$ cat src/rtl/lin_to_lns.sv
// Iterative linear-to-LNS encoder: signed Q8.8 in, {sign, Q4.7 log2|x|} out.
// One leading-one normalisation cycle, seven squaring cycles, one result-register cycle.
module lin_to_lns #(
  parameter int IN_W    = 16,
  parameter int IN_FRAC = 8
) (
  input  logic            clk,
  input  logic            n_rst,
  input  logic            in_valid,
  output logic            in_ready,
  input  logic [IN_W-1:0] in_data,
  output logic            out_valid,
  input  logic            out_ready,
  output logic [11:0]     out_lns
);

  typedef enum logic [1:0] {IDLE, NORM, FRAC, DONE} state_t;

  state_t state, state_next;

  logic            sign;
  logic [15:0]     mag;
  logic [15:0]     m;
  logic [3:0]      e;
  logic [6:0]      frac;
  logic [2:0]      cnt;
  logic            zero_flag;
  logic            valid_q;
  logic [11:0]     lns_q;

  logic [15:0]     mag_in;
  logic [3:0]      lead;
  logic [16:0]     sq_hi;
  logic [15:0]     m_next;
  logic [10:0]     log_raw;
  logic [11:0]     result;

  // State register
  always_ff @(posedge clk or negedge n_rst) begin
    if (!n_rst) state <= IDLE;
    else        state <= state_next;
  end

  // Next-state logic
  always_comb begin
    state_next = state;
    unique case (state)
      IDLE: if (in_valid) state_next = NORM;
      NORM: state_next = FRAC;
      FRAC: if (cnt == 3'd6) state_next = DONE;
      DONE: if (valid_q && out_ready) state_next = IDLE;
      default: state_next = IDLE;
    endcase
  end

  // Outputs
  always_comb begin
    in_ready  = (state == IDLE);
    out_valid = valid_q;
    out_lns   = lns_q;
  end

  // Datapath helpers
  always_comb begin
    mag_in = in_data[15] ? (~in_data + 16'd1) : in_data;
    lead = '0;
    for (int unsigned i = 0; i < 16; i++) begin
      if (mag[i]) lead = 4'(i);
    end
  end

  // Only bits [31:15] of the 2.30 square matter: bit 31 is the log bit,
  // the rest is the renormalised 1.15 mantissa.
  always_comb begin
    sq_hi   = 17'((32'(m) * 32'(m)) >> 15);
    m_next  = sq_hi[16] ? sq_hi[16:1] : sq_hi[15:0];
    // e*128 + frac is just the concatenation since frac is 7 bits
    log_raw = {e, frac};
    if (zero_flag)               result = 12'h400;
    else if (log_raw == 11'h400) result = {sign, 11'h401};
    else                         result = {sign, log_raw};
  end

  always_ff @(posedge clk or negedge n_rst) begin
    if (!n_rst) begin
      sign      <= 1'b0;
      mag       <= '0;
      m         <= '0;
      e         <= '0;
      frac      <= '0;
      cnt       <= '0;
      zero_flag <= 1'b0;
      valid_q   <= 1'b0;
      lns_q     <= '0;
    end else begin
      unique case (state)
        IDLE: begin
          if (in_valid) begin
            sign <= in_data[15];
            mag  <= mag_in;
          end
        end
        NORM: begin
          e         <= 4'(lead - 4'(IN_FRAC));
          m         <= mag << (4'd15 - lead);
          zero_flag <= (mag == 16'd0);
          frac      <= '0;
          cnt       <= '0;
        end
        FRAC: begin
          frac <= {frac[5:0], sq_hi[16]};
          m    <= m_next;
          cnt  <= cnt + 3'd1;
        end
        DONE: begin
          if (!valid_q) begin
            lns_q   <= result;
            valid_q <= 1'b1;
          end else if (out_ready) begin
            valid_q <= 1'b0;
          end
        end
        default: ;
      endcase
    end
  end

endmodule
$ cat config.mk
export PLATFORM = sky130hd
export DESIGN_NAME = lin_to_lns
export DESIGN_NICKNAME = d
export VERILOG_FILES = /design/src/rtl/lin_to_lns.sv
export SDC_FILE = /design/constraint.sdc
export NUM_CORES = 1
export LEC_CHECK = 0
export CAP_MARGIN = 10
export CORE_MARGIN = 5
export CORE_UTILIZATION = 39
export CTS_CLUSTER_SIZE = 20
export DETAILED_ROUTE_END_ITERATION = 10
export PLACE_DENSITY_LB_ADDON = 0.3
export SLEW_MARGIN = 20
export SYNTH_ARGS = -nofsm -noshare
export SYNTH_HDL_FRONTEND = slang
export SYNTH_SLANG_ARGS = --single-unit
$ cat constraint.sdc
create_clock -name clk -period 8.84 [get_ports clk]
set_input_delay 1.326 -clock clk [delete_from_list [all_inputs] [get_ports clk]]
set_output_delay 1.326 -clock clk [all_outputs]
set_load 0.005 [all_outputs]
==> flow_summary.yaml, run 1 <==
critical_path:
  reg2reg_from: "m[3]"
  reg2reg_slack_ns: 1.25
  timing.setup.critical_path_class: "reg2reg"
  cp-end-kind: "register"
  worstPathRequired_ns: 9.06
  start_kind: "register"
  path_cells: "inv_1 -> nor2_1 -> ha_1 -> xor2_1 -> fa_1 -> inv_1 -> fa_1 -> fa_1 -> fa_1 -> inv_1 -> fa_1 -> inv_1 -> ha_1 -> nand4_2 -> or4_1 -> a21o_1 -> a31oi_4 -> nor3_2 -> o311a_4 -> nor2_2 -> o21ai_1 -> a31o_1"
  slowest_delay_ns: 0.72
  path_buf_inv: 4
  reg2reg_depth: 22
  crit_slowest_cell: "dfrtp_1"
  critPathTopFamily: "adder cells"
  cp_common_cell: "fa_1"
  arrival_ns: 7.81
  worstPathMaxFanout: 13
  timing.rr.end: "m[11]"
synth:
  muxShareOfSynthArea_pct: 3.57
  synth_top_family_by_area: "adder cells"
  netlist_top_cells_count: "inv_1, fa_1, nand2_1"
  synth_warnings: 0
  synth_area_leaders: "fa_1, dfrtp_1, ha_1, inv_1, nand2_1"
  synth.distinct_cells: 80
  synth_area_per_cell_um2: 8.78
  syn-num-nets: 1560
  synthAdderAreaFrac_pct: 41.1
  synth_seq_cells: 63
  synth_cells: 1270
  synth_compound_area_share_pct: 13.1
  mappedNetlistArea_um2: 11100
  synth_top_area_share_pct: 28.9
  synth_xor_area_share_pct: 2.67
  synth-edff-count: 0
  synth_seq_area_share_pct: 14.1
  synthArstFlopShare_pct: 100
  synth_most_common_cell: "inv_1"
  ys.flop_type: "dfrtp_1"
  synth_simple_gate_area_share_pct: 14.0
  yosysTopAreaCell: "fa_1"
final_layout:
  utilization_pct: 43.2
  drive_gt1_share_pct: 4.25
  nNetsFinal: 1556
  areaGrowthSynthToFinish_pct: 8.43
  stdcell_count: 1650
clocking:
  clkTransAtPathRegs_ns: 0.06
  clock_latency_ns: 0.33
  postCtsHoldBufs: 0
  cts_tree: "done"
  clockBufferDepth: 2
  cts_resized: 0
  cts_root_buf: "clkbuf_16"
  cts_made_buffers: 9
  cts_setup_buffers: 0
  ctsHtreeMaxLevel: 3
  cts_sinks: 63
floorplanning:
  die-area_um2: 32100
  start_util_pct: 39.8
  fp.dieW_um: 179
  fp-row-count: 61
  pin_count: 34
  coreArea_um2: 28000
  die_h_um: 179
grt:
  grt_max_degree: 64
  overflow: 0
  grt_pass1_vias: 8990
  grt_pass1_wl_mm: 44.2
  antenna_found_initial: 0
  grt.total_usage_pct: 16.9
placed_design:
  dp_hpwl_mm: 20.4
  place.gp.congestion: 0.892
  dp_cells: 1633
  io_buffer_count: 33
  pre_cts_ws_ns: 1.33
timing:
  finalSetupTns_ns: 0
  setup_ws_ns: 1.25
  period_minus_slack_ns: 7.59
  clock.fmax_mhz: 132
  rsz0062_at_grt: "false"
  timing.slew.headroom_pct: 27.4
  finalHoldViolCount: 0
  worst_pin_slew_ns: 1.09
  drv_slew: 0
  setup_viol: 0
  clock_skew_ns: 0.00652
  period_share_pct: 85.8
detailed_routing:
  wl_mm: 25.2
  wl_per_cell_um: 15.3
  drc_errors: 0
  ant_nets: 0
  drtIter0Drc: 464
  dr.pass1.iters: 7
  vias: 8425
  avgViaCountPerCell: 5.11
hold_path:
  hp-class: "reg2reg"
  min_delay_worst_endpoint: "out_lns[7]"
  worstHoldStart: "out_lns[7]"
  min_path_cells: 2
job:
  maxCapViolCount: 0
outcome:
  status: "complete, no violations"
[stage by stage]
stage	area (um2)	hold WS, ns
floorplan	11100	0.473
finish	12100	0.473
global route	12100	0.508
detailed placement	11800	0.467
CTS	12100	0.478
global placement	11800	0.462
[area by class of cell]
type	instances	area [um2]
fillers	2821	15900
multi-input cells	876	8310
flip-flops and latches	63	1580
inverters	280	1050
well taps	378	473
repair buffers	36	348
clock buffers	10	229
clock inverters	6	93.8
diodes	1	2.50
[layer usage]
| metal | GRT usage, % | wire length, um |
|---|---|---|
| met4 | 2.91 | 370 |
| met2 | 28.7 | 12300 |
| met5 | 0 | 0 |
| met1 | 23.3 | 11400 |
| met3 | 2.21 | 1160 |
[cell families (layout without fill, tap and decap cells)]
logic type / count (synthesis) / in the layout
simple gates: 329 / 329
compound gates: 204 / 204
mux: 39 / 39
fa+ha+maj: 270 / 270
other cells: 0 / 1
buf+inv: 331 / 332
flops: 63 / 63
xor+xnor: 34 / 34
[worst max path at each step]
stage,startpoint,endpoint,slack (ns),depth (start not counted)
3_5_place_dp,m[12],m[11],1.33,22
6_report,m[3],m[11],1.25,22
4_1_cts,m[12],m[11],1.30,22
2_1_floorplan,m[1],m[11],2.24,24
5_1_grt,m[12],m[3],0.94,22
3_3_place_gp,m[12],m[11],1.45,22
[cell usage in the layout, fill, tap and decap left out, types with 4 or more instances in the layout]
master / netlist / layout
or3_1: 11 / 11
mux2i_1: 33 / 33
nand3_1: 18 / 18
dfrtp_1: 63 / 63
and2_1: 36 / 36
clkbuf_16: 0 / 9
inv_1: 280 / 280
clkdlybuf4s50_1: 0 / 32
nor3_1: 12 / 12
nand4_1: 6 / 6
ha_1: 109 / 109
a211oi_1: 5 / 5
o22ai_1: 5 / 5
or2_2: 8 / 8
o211ai_1: 4 / 4
a21oi_1: 37 / 37
nand2_1: 134 / 134
o21a_1: 6 / 6
o31ai_1: 11 / 11
o21ai_0: 56 / 56
nor2b_1: 6 / 6
xor2_1: 14 / 14
nand2b_1: 14 / 14
nor2_1: 60 / 60
a31oi_1: 7 / 7
nor4_1: 5 / 4
xnor2_1: 20 / 20
a21o_1: 11 / 11
o221ai_1: 6 / 6
mux2_2: 6 / 6
and3_1: 5 / 5
fa_1: 161 / 161
o21ai_1: 7 / 6
[sequential cells by signal, summed over array words and instances, names as in the netlist]
| register | count |
|---|---|
| mag | 16 |
| e | 4 |
| cnt | 3 |
| zero_flag | 1 |
| out_valid | 1 |
| m | 16 |
| out_lns | 12 |
| frac | 7 |
| sign | 1 |
| state | 2 |
[worst reg2reg max path, stage by stage (launching register included)]
cell     delay (ns)
dfrtp_1        0.72
inv_1          0.32
nor2_1         0.25
ha_1           0.29
xor2_1         0.20
fa_1           0.54
inv_1          0.05
fa_1           0.48
fa_1           0.46
fa_1           0.51
inv_1          0.05
fa_1           0.47
inv_1          0.05
ha_1           0.47
nand4_2        0.20
or4_1          0.54
a21o_1         0.21
a31oi_4        0.32
nor3_2         0.12
o311a_4        0.36
nor2_2         0.49
o21ai_1        0.16
a31o_1         0.23
Power of run 1 is not shown: default switching activity piles up to over one toggle a cycle in this logic, so the estimate is an artifact.
==> inputs of run 2 (changes only) <==
--- a/config.mk
+++ b/config.mk
@@ -7,7 +7,7 @@
 export LEC_CHECK = 0
 export CAP_MARGIN = 10
 export CORE_MARGIN = 5
-export CORE_UTILIZATION = 39
+export CORE_UTILIZATION = 46
 export CTS_CLUSTER_SIZE = 20
 export DETAILED_ROUTE_END_ITERATION = 10
 export PLACE_DENSITY_LB_ADDON = 0.3
==> run 2 against run 1 <==
Clock skew is 0.00072 ns higher. Sequential cell count unchanged. Design area fell by 0.84%. Clock-buffer cell count rose by 2. Die area fell by 14%. Wire length down 2.7%. Setup slack improved by 0.028 ns. Maximum frequency grew 0.37%. Via count fell by 0.21%. Critical path type unchanged. Largest cell class unchanged.
==> flow_summary.yaml, run 2 (synthesis gave the netlist of run 1 again) <==
grt:
  overflow: 0
  grt_max_degree: 64
  grt_pass1_wl_mm: 42.8
  antenna_found_initial: 0
  grt.total_usage_pct: 18.6
  grt_pass1_vias: 8616
timing:
  rsz0062_at_grt: "false"
  finalSetupTns_ns: 0
  drv_slew: 0
  clock.fmax_mhz: 132
  finalHoldViolCount: 0
  timing.slew.headroom_pct: 28.2
  clock_skew_ns: 0.00724
  holdWs_ns: 0.479
  setup_viol: 0
  worst_pin_slew_ns: 1.07
  period_share_pct: 85.5
  period_minus_slack_ns: 7.56
detailed_routing:
  drc_errors: 0
  drtIter0Drc: 557
  ant_nets: 0
  wl_per_cell_um: 15.4
  avgViaCountPerCell: 5.28
  wl_mm: 24.6
  dr.pass1.iters: 5
  vias: 8407
critical_path:
  cp_common_cell: "fa_1"
  crit_slowest_cell: "dfrtp_1"
  startpoint: "m[3]"
  timing.setup.critical_path_class: "reg2reg"
  reg2reg_from: "m[3]"
  critPathTopFamily: "adder cells"
  path_cells: "inv_1 -> nor2_1 -> ha_1 -> xor2_1 -> fa_1 -> inv_1 -> fa_1 -> fa_1 -> fa_1 -> inv_1 -> fa_1 -> inv_1 -> ha_1 -> nand4_2 -> or4_1 -> a21o_1 -> a31oi_4 -> nor3_2 -> o311a_4 -> nor2_2 -> o21ai_1 -> a31o_1"
  worstPathRequired_ns: 9.06
  path_buf_inv: 4
  cp-end-kind: "register"
  arrival_ns: 7.78
  slowest_delay_ns: 0.71
  start_kind: "register"
  worstPathMaxFanout: 13
clocking:
  postCtsHoldBufs: 0
  cts_root_buf: "clkbuf_16"
  cts_setup_buffers: 0
  clockBufferDepth: 2
  ctsHtreeMaxLevel: 3
  cts_made_buffers: 9
  clkTransAtPathRegs_ns: 0.05
  cts_resized: 0
  cts_tree: "done"
  clock_latency_ns: 0.33
  cts_sinks: 63
floorplanning:
  fp.dieW_um: 166
  start_util_pct: 46.2
  die-area_um2: 27400
  fp-row-count: 57
  die_h_um: 166
  coreArea_um2: 24100
  pin_count: 34
final_layout:
  drive_gt1_share_pct: 4.10
  utilization_pct: 49.7
  design_area_um2: 12000
  final_common_cell: "inv_1"
  antenna_cells: 0
  layout_common_cells: "inv_1, fa_1, nand2_1"
  areaGrowthSynthToFinish_pct: 7.52
  nNetsFinal: 1555
  fill_cells: 2354
placed_design:
  place.gp.congestion: 0.887
  place_area_um2: 11700
  dp_hpwl_mm: 19.8
  io_buffer_count: 33
hold_path:
  hp-class: "reg2reg"
  worstHoldStart: "out_lns[10]"
job:
  maxCapViolCount: 0
outcome:
  status: "complete, no violations"
-- run 2: cell types whose count changed in the layout (fill, tap and decap cells not counted), sizes merged --
cell    delta
clkbuf     +2
buf        -1
bufinv     -1
clkinv     -1
diode      -1
inv        -1
-- run 2: layer usage --
layer	track usage, %	routed length (um)	vias to the layer above
met5	0	0	-
li1	-	-	4059
met1	26.2	11100	4131
met2	31.1	12000	186
met3	2.36	997	31
met4	3.52	388	0
-- run 2: through the flow --
step	setup WS, ns	std cells
2_1_floorplan	2.24	1270
3_3_place_gp	1.47	1578
3_5_place_dp	1.34	1578
4_1_cts	1.30	1593
5_1_grt	0.923	1593
6_report	1.28	1593
-- run 2: path summary, 6_finish.rpt --
| check | endpoint | slack (ns) | cells past startpoint |
|---|---|---|---|
| worst min register to register | out_lns[10] | 0.48 | 2 |
| worst max register to register | m[11] | 1.28 | 22 |
| max in group asynchronous | out_lns[11] | 7.15 | 2 |
| min in group asynchronous | mag[12] | 1.15 | 2 |
| worst min-delay path | out_lns[10] | 0.48 | 2 |
| worst max-delay path | m[11] | 1.28 | 22 |
-- run 2: area by class of cell --
class                           instances  area [um2]  share of cell area [%]
Inverter                              280        1050                    8.77
Clock inverter                          3        42.5                   0.355
Tap cell                              324         405                    3.38
Sequential cell                        63        1580                    13.2
Multi-Input combinational cell        876        8310                    69.4
Timing Repair Buffer                   35         340                    2.84
Clock buffer                           12         256                    2.14
-- run 2: worst min-delay path: stages (launching register included) --
cell     delay (ns)
dfrtp_1        0.34
nand2_1        0.04
o21ai_0        0.06
Power of run 2 is left out for the same reason.
